### config.mk
export PLATFORM = sky130hd
export DESIGN_NAME = sa_matmul_flat
export DESIGN_NICKNAME = d
export VERILOG_FILES = /design/src/rtl/sa_matmul_if.sv /design/src/rtl/sa_matmul.sv /design/src/flat_wrapper.sv
export SDC_FILE = /design/constraint.sdc
export NUM_CORES = 2
export LEC_CHECK = 0
export CELL_PAD_IN_SITES_DETAIL_PLACEMENT = 1
export CELL_PAD_IN_SITES_GLOBAL_PLACEMENT = 2
export CORE_MARGIN = 2
export CORE_UTILIZATION = 45
export CTS_CLUSTER_DIAMETER = 120
export CTS_CLUSTER_SIZE = 20
export DETAILED_ROUTE_END_ITERATION = 8
export GPL_ROUTABILITY_DRIVEN = 0
export PLACE_DENSITY = 0.92
export SKIP_LAST_GASP = 1
export SYNTH_ARGS = -nofsm -noshare
export SYNTH_HDL_FRONTEND = slang
export SYNTH_SLANG_ARGS = --single-unit
### constraint.sdc
create_clock -name clk -period 11.3 [get_ports clk]
set_clock_uncertainty 0.05 [all_clocks]
set_input_delay 2.26 -clock clk [delete_from_list [all_inputs] [get_ports clk]]
set_output_delay 2.26 -clock clk [all_outputs]
set_load 0.005 [all_outputs]
### src/rtl/sa_matmul_if.sv
// sa_matmul_if: weight load, activation stream, result stream and job control for sa_matmul
// slave  (array side): takes weights, activation rows and start; gives in_ready, busy, done, results, row_count
// master (host side):  the mirror image
interface sa_matmul_if #(parameter int N = 3, parameter int DW = 8, parameter int DEPTH = 16);
  localparam int AW = 2*DW + $clog2(N);
  localparam int WA = $clog2(N*N);
  localparam int CW = $clog2(DEPTH) + 1;
  logic w_we;
  logic [WA-1:0] w_addr;
  logic [DW-1:0] w_data;
  logic in_valid;
  logic in_ready;
  logic [N*DW-1:0] in_data;
  logic start;
  logic busy;
  logic done;
  logic out_valid;
  logic out_ready;
  logic [N*AW-1:0] out_data;
  logic [CW-1:0] row_count;
  modport slave (
    input w_we, w_addr, w_data, in_valid, in_data, start, out_ready,
    output in_ready, busy, done, out_valid, out_data, row_count
  );
  modport master (
    output w_we, w_addr, w_data, in_valid, in_data, start, out_ready,
    input in_ready, busy, done, out_valid, out_data, row_count
  );
endinterface

### src/rtl/sa_matmul.sv
// sa_matmul: weight-stationary N x N systolic matrix multiplier with row buffer and result handshake
// clk, rst : clock and synchronous active-high reset
// io       : sa_matmul_if.slave (weight writes, activation rows in, result rows out, start/busy/done, row_count)
module sa_matmul #(
  parameter int N = 3,
  parameter int DW = 8,
  parameter int DEPTH = 16,
  parameter int SIGNED = 0
) (
  input logic clk,
  input logic rst,
  sa_matmul_if.slave io
);
  localparam int AW = 2*DW + $clog2(N);
  localparam int CW = $clog2(DEPTH) + 1;
  localparam int AD = $clog2(DEPTH);
  typedef enum logic [1:0] {IDLE, RUN, DRAIN} state_t;
  state_t state, state_n;
  logic [DW-1:0] w [N*N];
  logic [N*DW-1:0] rows [DEPTH];
  logic [CW-1:0] row_count, rd_ptr, out_cnt;
  logic [DW-1:0] sk [N][N-1];
  logic [DW-1:0] a_r [N][N-1];
  logic [DW-1:0] a_in [N][N];
  logic [AW-1:0] p_r [N][N];
  logic [AW-1:0] p_in [N][N];
  logic [AW-1:0] prod [N][N];
  logic [AW-1:0] ds [N][N-1];
  logic [2*N-2:0] vp;
  logic [N*DW-1:0] feed;
  logic [N*AW-1:0] out_data;
  logic feed_vld, acc, adv, hs, last_hs, done_q, done_n, in_ready;
  function automatic logic [AW-1:0] ext(input logic [DW-1:0] x);
    return SIGNED != 0 ? {{(AW-DW){x[DW-1]}}, x} : {{(AW-DW){1'b0}}, x};
  endfunction
  assign in_ready = state == IDLE && row_count != CW'(DEPTH);
  assign io.in_ready = in_ready;
  assign io.busy = state != IDLE;
  assign io.done = done_q;
  assign io.row_count = row_count;
  assign io.out_valid = vp[2*N-2];
  assign io.out_data = out_data;
  // a stalled result freezes every stage so out_data cannot change under the consumer
  always_comb begin
    acc = io.in_valid && in_ready;
    adv = !(io.out_valid && !io.out_ready);
    hs = io.out_valid && io.out_ready;
    last_hs = hs && out_cnt == row_count - 1'b1;
    feed_vld = state == RUN;
    feed = feed_vld ? rows[rd_ptr[AD-1:0]] : '0;
    state_n = state;
    done_n = 1'b0;
    case (state)
      IDLE: begin
        state_n = io.start && (row_count != '0 || acc) ? RUN : IDLE;
        done_n = io.start && row_count == '0 && !acc;
      end
      RUN: state_n = adv && rd_ptr == row_count - 1'b1 ? DRAIN : RUN;
      DRAIN: begin
        state_n = last_hs ? IDLE : DRAIN;
        done_n = last_hs;
      end
      default: state_n = IDLE;
    endcase
  end
  always_ff @(posedge clk) begin
    if (rst) begin
      state <= IDLE;
      done_q <= 1'b0;
      row_count <= '0;
      rd_ptr <= '0;
      out_cnt <= '0;
      for (int k = 0; k < N*N; k++) w[k] <= '0;
    end else begin
      state <= state_n;
      done_q <= done_n;
      if (state == IDLE && io.w_we && int'(io.w_addr) < N*N) w[io.w_addr] <= io.w_data;
      if (state != IDLE && state_n == IDLE) begin
        row_count <= '0;
        rd_ptr <= '0;
        out_cnt <= '0;
      end else begin
        if (acc) row_count <= row_count + 1'b1;
        if (feed_vld && adv) rd_ptr <= rd_ptr + 1'b1;
        if (hs) out_cnt <= out_cnt + 1'b1;
      end
    end
  end
  always_ff @(posedge clk) if (!rst && acc) rows[row_count[AD-1:0]] <= io.in_data;
  // activations move right along lane i, partial sums move down column j
  for (genvar i = 0; i < N; i++) begin : g_row
    for (genvar j = 0; j < N; j++) begin : g_col
      if (j == 0 && i == 0) begin : g_a0
        assign a_in[i][j] = feed[DW-1:0];
      end else if (j == 0) begin : g_as
        assign a_in[i][j] = sk[i][i-1];
      end else begin : g_ap
        assign a_in[i][j] = a_r[i][j-1];
      end
      if (i == 0) begin : g_p0
        assign p_in[i][j] = '0;
      end else begin : g_pp
        assign p_in[i][j] = p_r[i-1][j];
      end
      assign prod[i][j] = ext(a_in[i][j]) * ext(w[i*N+j]);
    end
  end
  // column j leaves the grid N-1-j cycles before the last column; delay it to line the row up
  for (genvar j = 0; j < N; j++) begin : g_out
    if (j == N-1) begin : g_last
      assign out_data[j*AW +: AW] = p_r[N-1][j];
    end else begin : g_dly
      assign out_data[j*AW +: AW] = ds[j][N-2-j];
    end
  end
  always_ff @(posedge clk) begin
    if (rst) begin
      vp <= '0;
      for (int i = 0; i < N; i++) begin
        for (int k = 0; k < N-1; k++) begin
          sk[i][k] <= '0;
          a_r[i][k] <= '0;
          ds[i][k] <= '0;
        end
        for (int j = 0; j < N; j++) p_r[i][j] <= '0;
      end
    end else if (adv) begin
      vp <= {vp[2*N-3:0], feed_vld};
      for (int i = 0; i < N; i++) begin
        sk[i][0] <= feed[i*DW +: DW];
        ds[i][0] <= p_r[N-1][i];
        for (int k = 1; k < N-1; k++) begin
          sk[i][k] <= sk[i][k-1];
          ds[i][k] <= ds[i][k-1];
        end
        for (int k = 0; k < N-1; k++) a_r[i][k] <= a_in[i][k];
        for (int j = 0; j < N; j++) p_r[i][j] <= p_in[i][j] + prod[i][j];
      end
    end
  end
endmodule

### src/flat_wrapper.sv
// flat-port wrapper written by rule: the top's interface ports become plain ports
module sa_matmul_flat 
#(
  parameter int N = 3,
  parameter int DW = 8,
  parameter int DEPTH = 16,
  parameter int SIGNED = 0
)
  (clk, rst, io_w_we, io_w_addr, io_w_data, io_in_valid, io_in_data, io_start, io_out_ready, io_in_ready, io_busy, io_done, io_out_valid, io_out_data, io_row_count);
  sa_matmul_if #(.N(N), .DW(DW), .DEPTH(DEPTH)) io_i ();
  input logic clk;
  input logic rst;
  input wire logic [$bits(io_i.w_we)-1:0] io_w_we;
  input wire logic [$bits(io_i.w_addr)-1:0] io_w_addr;
  input wire logic [$bits(io_i.w_data)-1:0] io_w_data;
  input wire logic [$bits(io_i.in_valid)-1:0] io_in_valid;
  input wire logic [$bits(io_i.in_data)-1:0] io_in_data;
  input wire logic [$bits(io_i.start)-1:0] io_start;
  input wire logic [$bits(io_i.out_ready)-1:0] io_out_ready;
  output wire logic [$bits(io_i.in_ready)-1:0] io_in_ready;
  output wire logic [$bits(io_i.busy)-1:0] io_busy;
  output wire logic [$bits(io_i.done)-1:0] io_done;
  output wire logic [$bits(io_i.out_valid)-1:0] io_out_valid;
  output wire logic [$bits(io_i.out_data)-1:0] io_out_data;
  output wire logic [$bits(io_i.row_count)-1:0] io_row_count;
  assign io_i.w_we = io_w_we;
  assign io_i.w_addr = io_w_addr;
  assign io_i.w_data = io_w_data;
  assign io_i.in_valid = io_in_valid;
  assign io_i.in_data = io_in_data;
  assign io_i.start = io_start;
  assign io_i.out_ready = io_out_ready;
  assign io_in_ready = io_i.in_ready;
  assign io_busy = io_i.busy;
  assign io_done = io_i.done;
  assign io_out_valid = io_i.out_valid;
  assign io_out_data = io_i.out_data;
  assign io_row_count = io_i.row_count;
  sa_matmul #(.N(N), .DW(DW), .DEPTH(DEPTH), .SIGNED(SIGNED)) u_core (.clk(clk), .rst(rst), .io(io_i));
endmodule
==> results.json <==
{
  "status": "completed",
  "worstMarginPinSlew_ns": 1.16,
  "async_flop_share_pct": 0,
  "end_kind": "flop",
  "die_area_um2": 115000,
  "internal_power_mw": 4.26,
  "setup-tns-final_ns": 0,
  "netlist_instances": 4039,
  "dr_total_vias": 29400,
  "mostFrequentLayoutCells": "edfxtp_1, inv_1, and2_1, fa_1, ha_1",
  "grt-ovfl-total": 0,
  "crit_path_max_fanout": 36,
  "grt_first_pass_wirelength_mm": 181,
  "vias_per_cell": 5.27,
  "grt_usage_pct": 19.9,
  "hold_violations": 0,
  "drive_gt1_share_pct": 5.33,
  "fp.dieH_um": 340,
  "seqCellArea_um2": 22700,
  "p_sw_share_pct": 25.0,
  "drtAntennaViolNets": 0,
  "finalCritPeriodShare_pct": 62.1,
  "clockBufferDepth": 3,
  "timing.max_slew.rel_slack_pct": 22.9,
  "reg2reg_slack_ns": 4.28,
  "ctsHoldBuffers": 0,
  "ioPinCount": 105,
  "rsz0062_at_grt": "false",
  "setup_viol": 0,
  "synth_edf_count": 738,
  "synth.distinct_cells": 76,
  "hpwlAfterDp_mm": 79.4,
  "antenna_found_initial": 13,
  "min-delay-start": "u_core.vp[0]",
  "drt_iter0_drc": 1350,
  "cts_tree": "yes",
  "hp-class": "flop to flop",
  "row_count": 123,
  "p_clk_share_pct": 31.2,
  "core_um2": 112000,
  "start_kind": "flop",
  "post_synth_instance_area_um2": 50700,
  "route.detailed.drc": 0,
  "final_nets": 4861,
  "max_freq_mhz": 143,
  "cts-htree-levels": 2,
  "clock_latency_ns": 0.68,
  "maxCapViolations": 0,
  "cp.required_ns": 11.63,
  "cts_made_buffers": 46,
  "synth_ff_type": "edfxtp_1",
  "fin_crit_ns": 7.02,
  "multi_input_area_um2": 24700,
  "drt_wl_total_mm": 111,
  "wire_per_inst_um": 19.9,
  "p_comb_share_pct": 11.7,
  "die_x_um": 340,
  "place_ws_ns": 4.27,
  "final_common_cell": "edfxtp_1",
  "grt_pass1_vias": 33000,
  "fillers": 11600,
  "cts_root_buffer": "clkbuf_16",
  "path_class": "flop to flop",
  "arrival_ns": 7.35,
  "io_buffers": 104,
  "drv_slew": 0,
  "cts.repair.resized": 0,
  "start_util_pct": 45.2,
  "syn_area_per_cell_um2": 12.5,
  "sequentialPowerShare_pct": 57.2,
  "clkTransAtPathRegs_ns": 0.09,
  "dr.pass1.iters": 5,
  "p_per_area_nw_per_um2": 105,
  "yosysSeqAreaShare_pct": 44.8,
  "leakagePower_nw": 23.1,
  "yosysWarnings": 0,
  "synth_seq_cells": 765,
  "peakVddDrop_v": 0.000142,
  "setup_slack_ns": 4.28,
  "power_switching_mw": 1.42,
  "syn_nets": 4844,
  "postCtsSetupBuffers": 0,
  "cts_sinks": 765,
  "grt_max_degree": 88,
  "syn2layout_area_growth_pct": 7.14
}
layer usage:
layer / global-route usage, % / up-vias / part of all wire, %
met2: 37.3 / 491 / 53
met3: 2.82 / 169 / 4.1
met1: 23.5 / 15300 / 40
met4: 5.99 / 8 / 2.8
li1: - / 13500 / -
met5: 0 / - / 0.035
logic make-up (layout without fill, tap and decap cells):
group / after synthesis / count (layout) / share of synthesized area, %
and+or+nand+nor: 1243 / 1243 / 12.9
DFF: 765 / 765 / 44.8
buffers and inverters: 792 / 827 / 6.59
other: 0 / 4 / 0
muxes: 128 / 128 / 5.86
AOI/OAI and AO/OA: 253 / 253 / 3.25
xor gates and xnor gates: 95 / 95 / 1.66
adders and majority gates: 763 / 763 / 24.9
layout make-up:
| class | instances | area share, % |
|---|---|---|
| flip-flops and latches | 765 | 41.8 |
| multi-input cells | 2482 | 45.5 |
| well taps | 1500 | 3.46 |
| clock inverters | 9 | 0.277 |
| clock buffers | 57 | 2.24 |
| diodes | 4 | 0.0184 |
| repair buffers | 131 | 2.28 |
| inverters | 630 | 4.36 |
cells in the mapped netlist, drive strengths merged, types with 42 or more instances:
library cell / instances / area [µm²]
nor2: 178 / 691
inv: 630 / 2360
nor3: 42 / 226
and3: 57 / 358
mux4: 120 / 2890
o21ai: 63 / 315
nand2: 325 / 1220
xor2: 52 / 455
fa: 411 / 8230
edfxtp: 738 / 22200
ha: 352 / 4400
and2: 496 / 3120
clkbuf: 88 / 370
a21oi: 68 / 340
xnor2: 43 / 384
buf: 74 / 602
worst max-delay path, stage by stage (launching register included):
cell	delay, ns
dfxtp_4	0.66
buf_4	0.63
mux4_1	0.64
mux4_2	0.62
and3_1	0.25
fa_1	0.50
inv_1	0.06
fa_1	0.54
inv_1	0.05
fa_1	0.48
inv_1	0.05
fa_1	0.47
inv_1	0.04
ha_1	0.32
o21a_1	0.12
o31a_1	0.13
o211ai_1	0.24
a21oi_1	0.15
nor4b_1	0.46
or3_1	0.19
a21oi_1	0.06
worst paths after layout:
path | end | cells after the start
setup / recovery | u_core.p_r[0][51] | 20
hold / removal | u_core.vp[0] | 2
setup reg to reg | u_core.p_r[0][51] | 20
hold reg to reg | u_core.vp[0] | 2
metrics by stage:
stage | instances | hold slack, ns | total power [mW] | cell area (µm²) | util (%)
2_1_floorplan | 4039 | 0.390 | 3.77 | 50700 | -
3_3_place_gp | 5508 | 0.415 | 3.96 | 52900 | 47.2
3_5_place_dp | 5508 | 0.421 | 3.99 | 52900 | 47.2
4_1_cts | 5574 | 0.436 | 5.75 | 54300 | 48.4
5_1_grt | 5575 | 0.465 | 5.92 | 54300 | 48.4
6_report | 5578 | 0.428 | 5.68 | 54300 | 48.5
state kept, by name (all words and copies together), names as in the netlist, named ones only:
register	flops
u_core.rows	384
u_core.p_r	156
u_core.w	72
u_core.ds	54
u_core.a_r	48
u_core.sk	24
u_core.io.row_count	5
u_core.out_cnt	5
u_core.rd_ptr	5
u_core.vp	5
u_core.state	2
u_core.io.done	1
power by group through the flow:
stage / registers, mW / logic, mW / clock network (mW)
floorplan: 3.27 / 0.509 / 0
global placement: 3.31 / 0.649 / 0
detailed placement: 3.32 / 0.674 / 0
CTS: 3.25 / 0.678 / 1.82
global route: 3.26 / 0.754 / 1.91
finish: 3.25 / 0.663 / 1.77
Power figures use the tool's default switching activity.
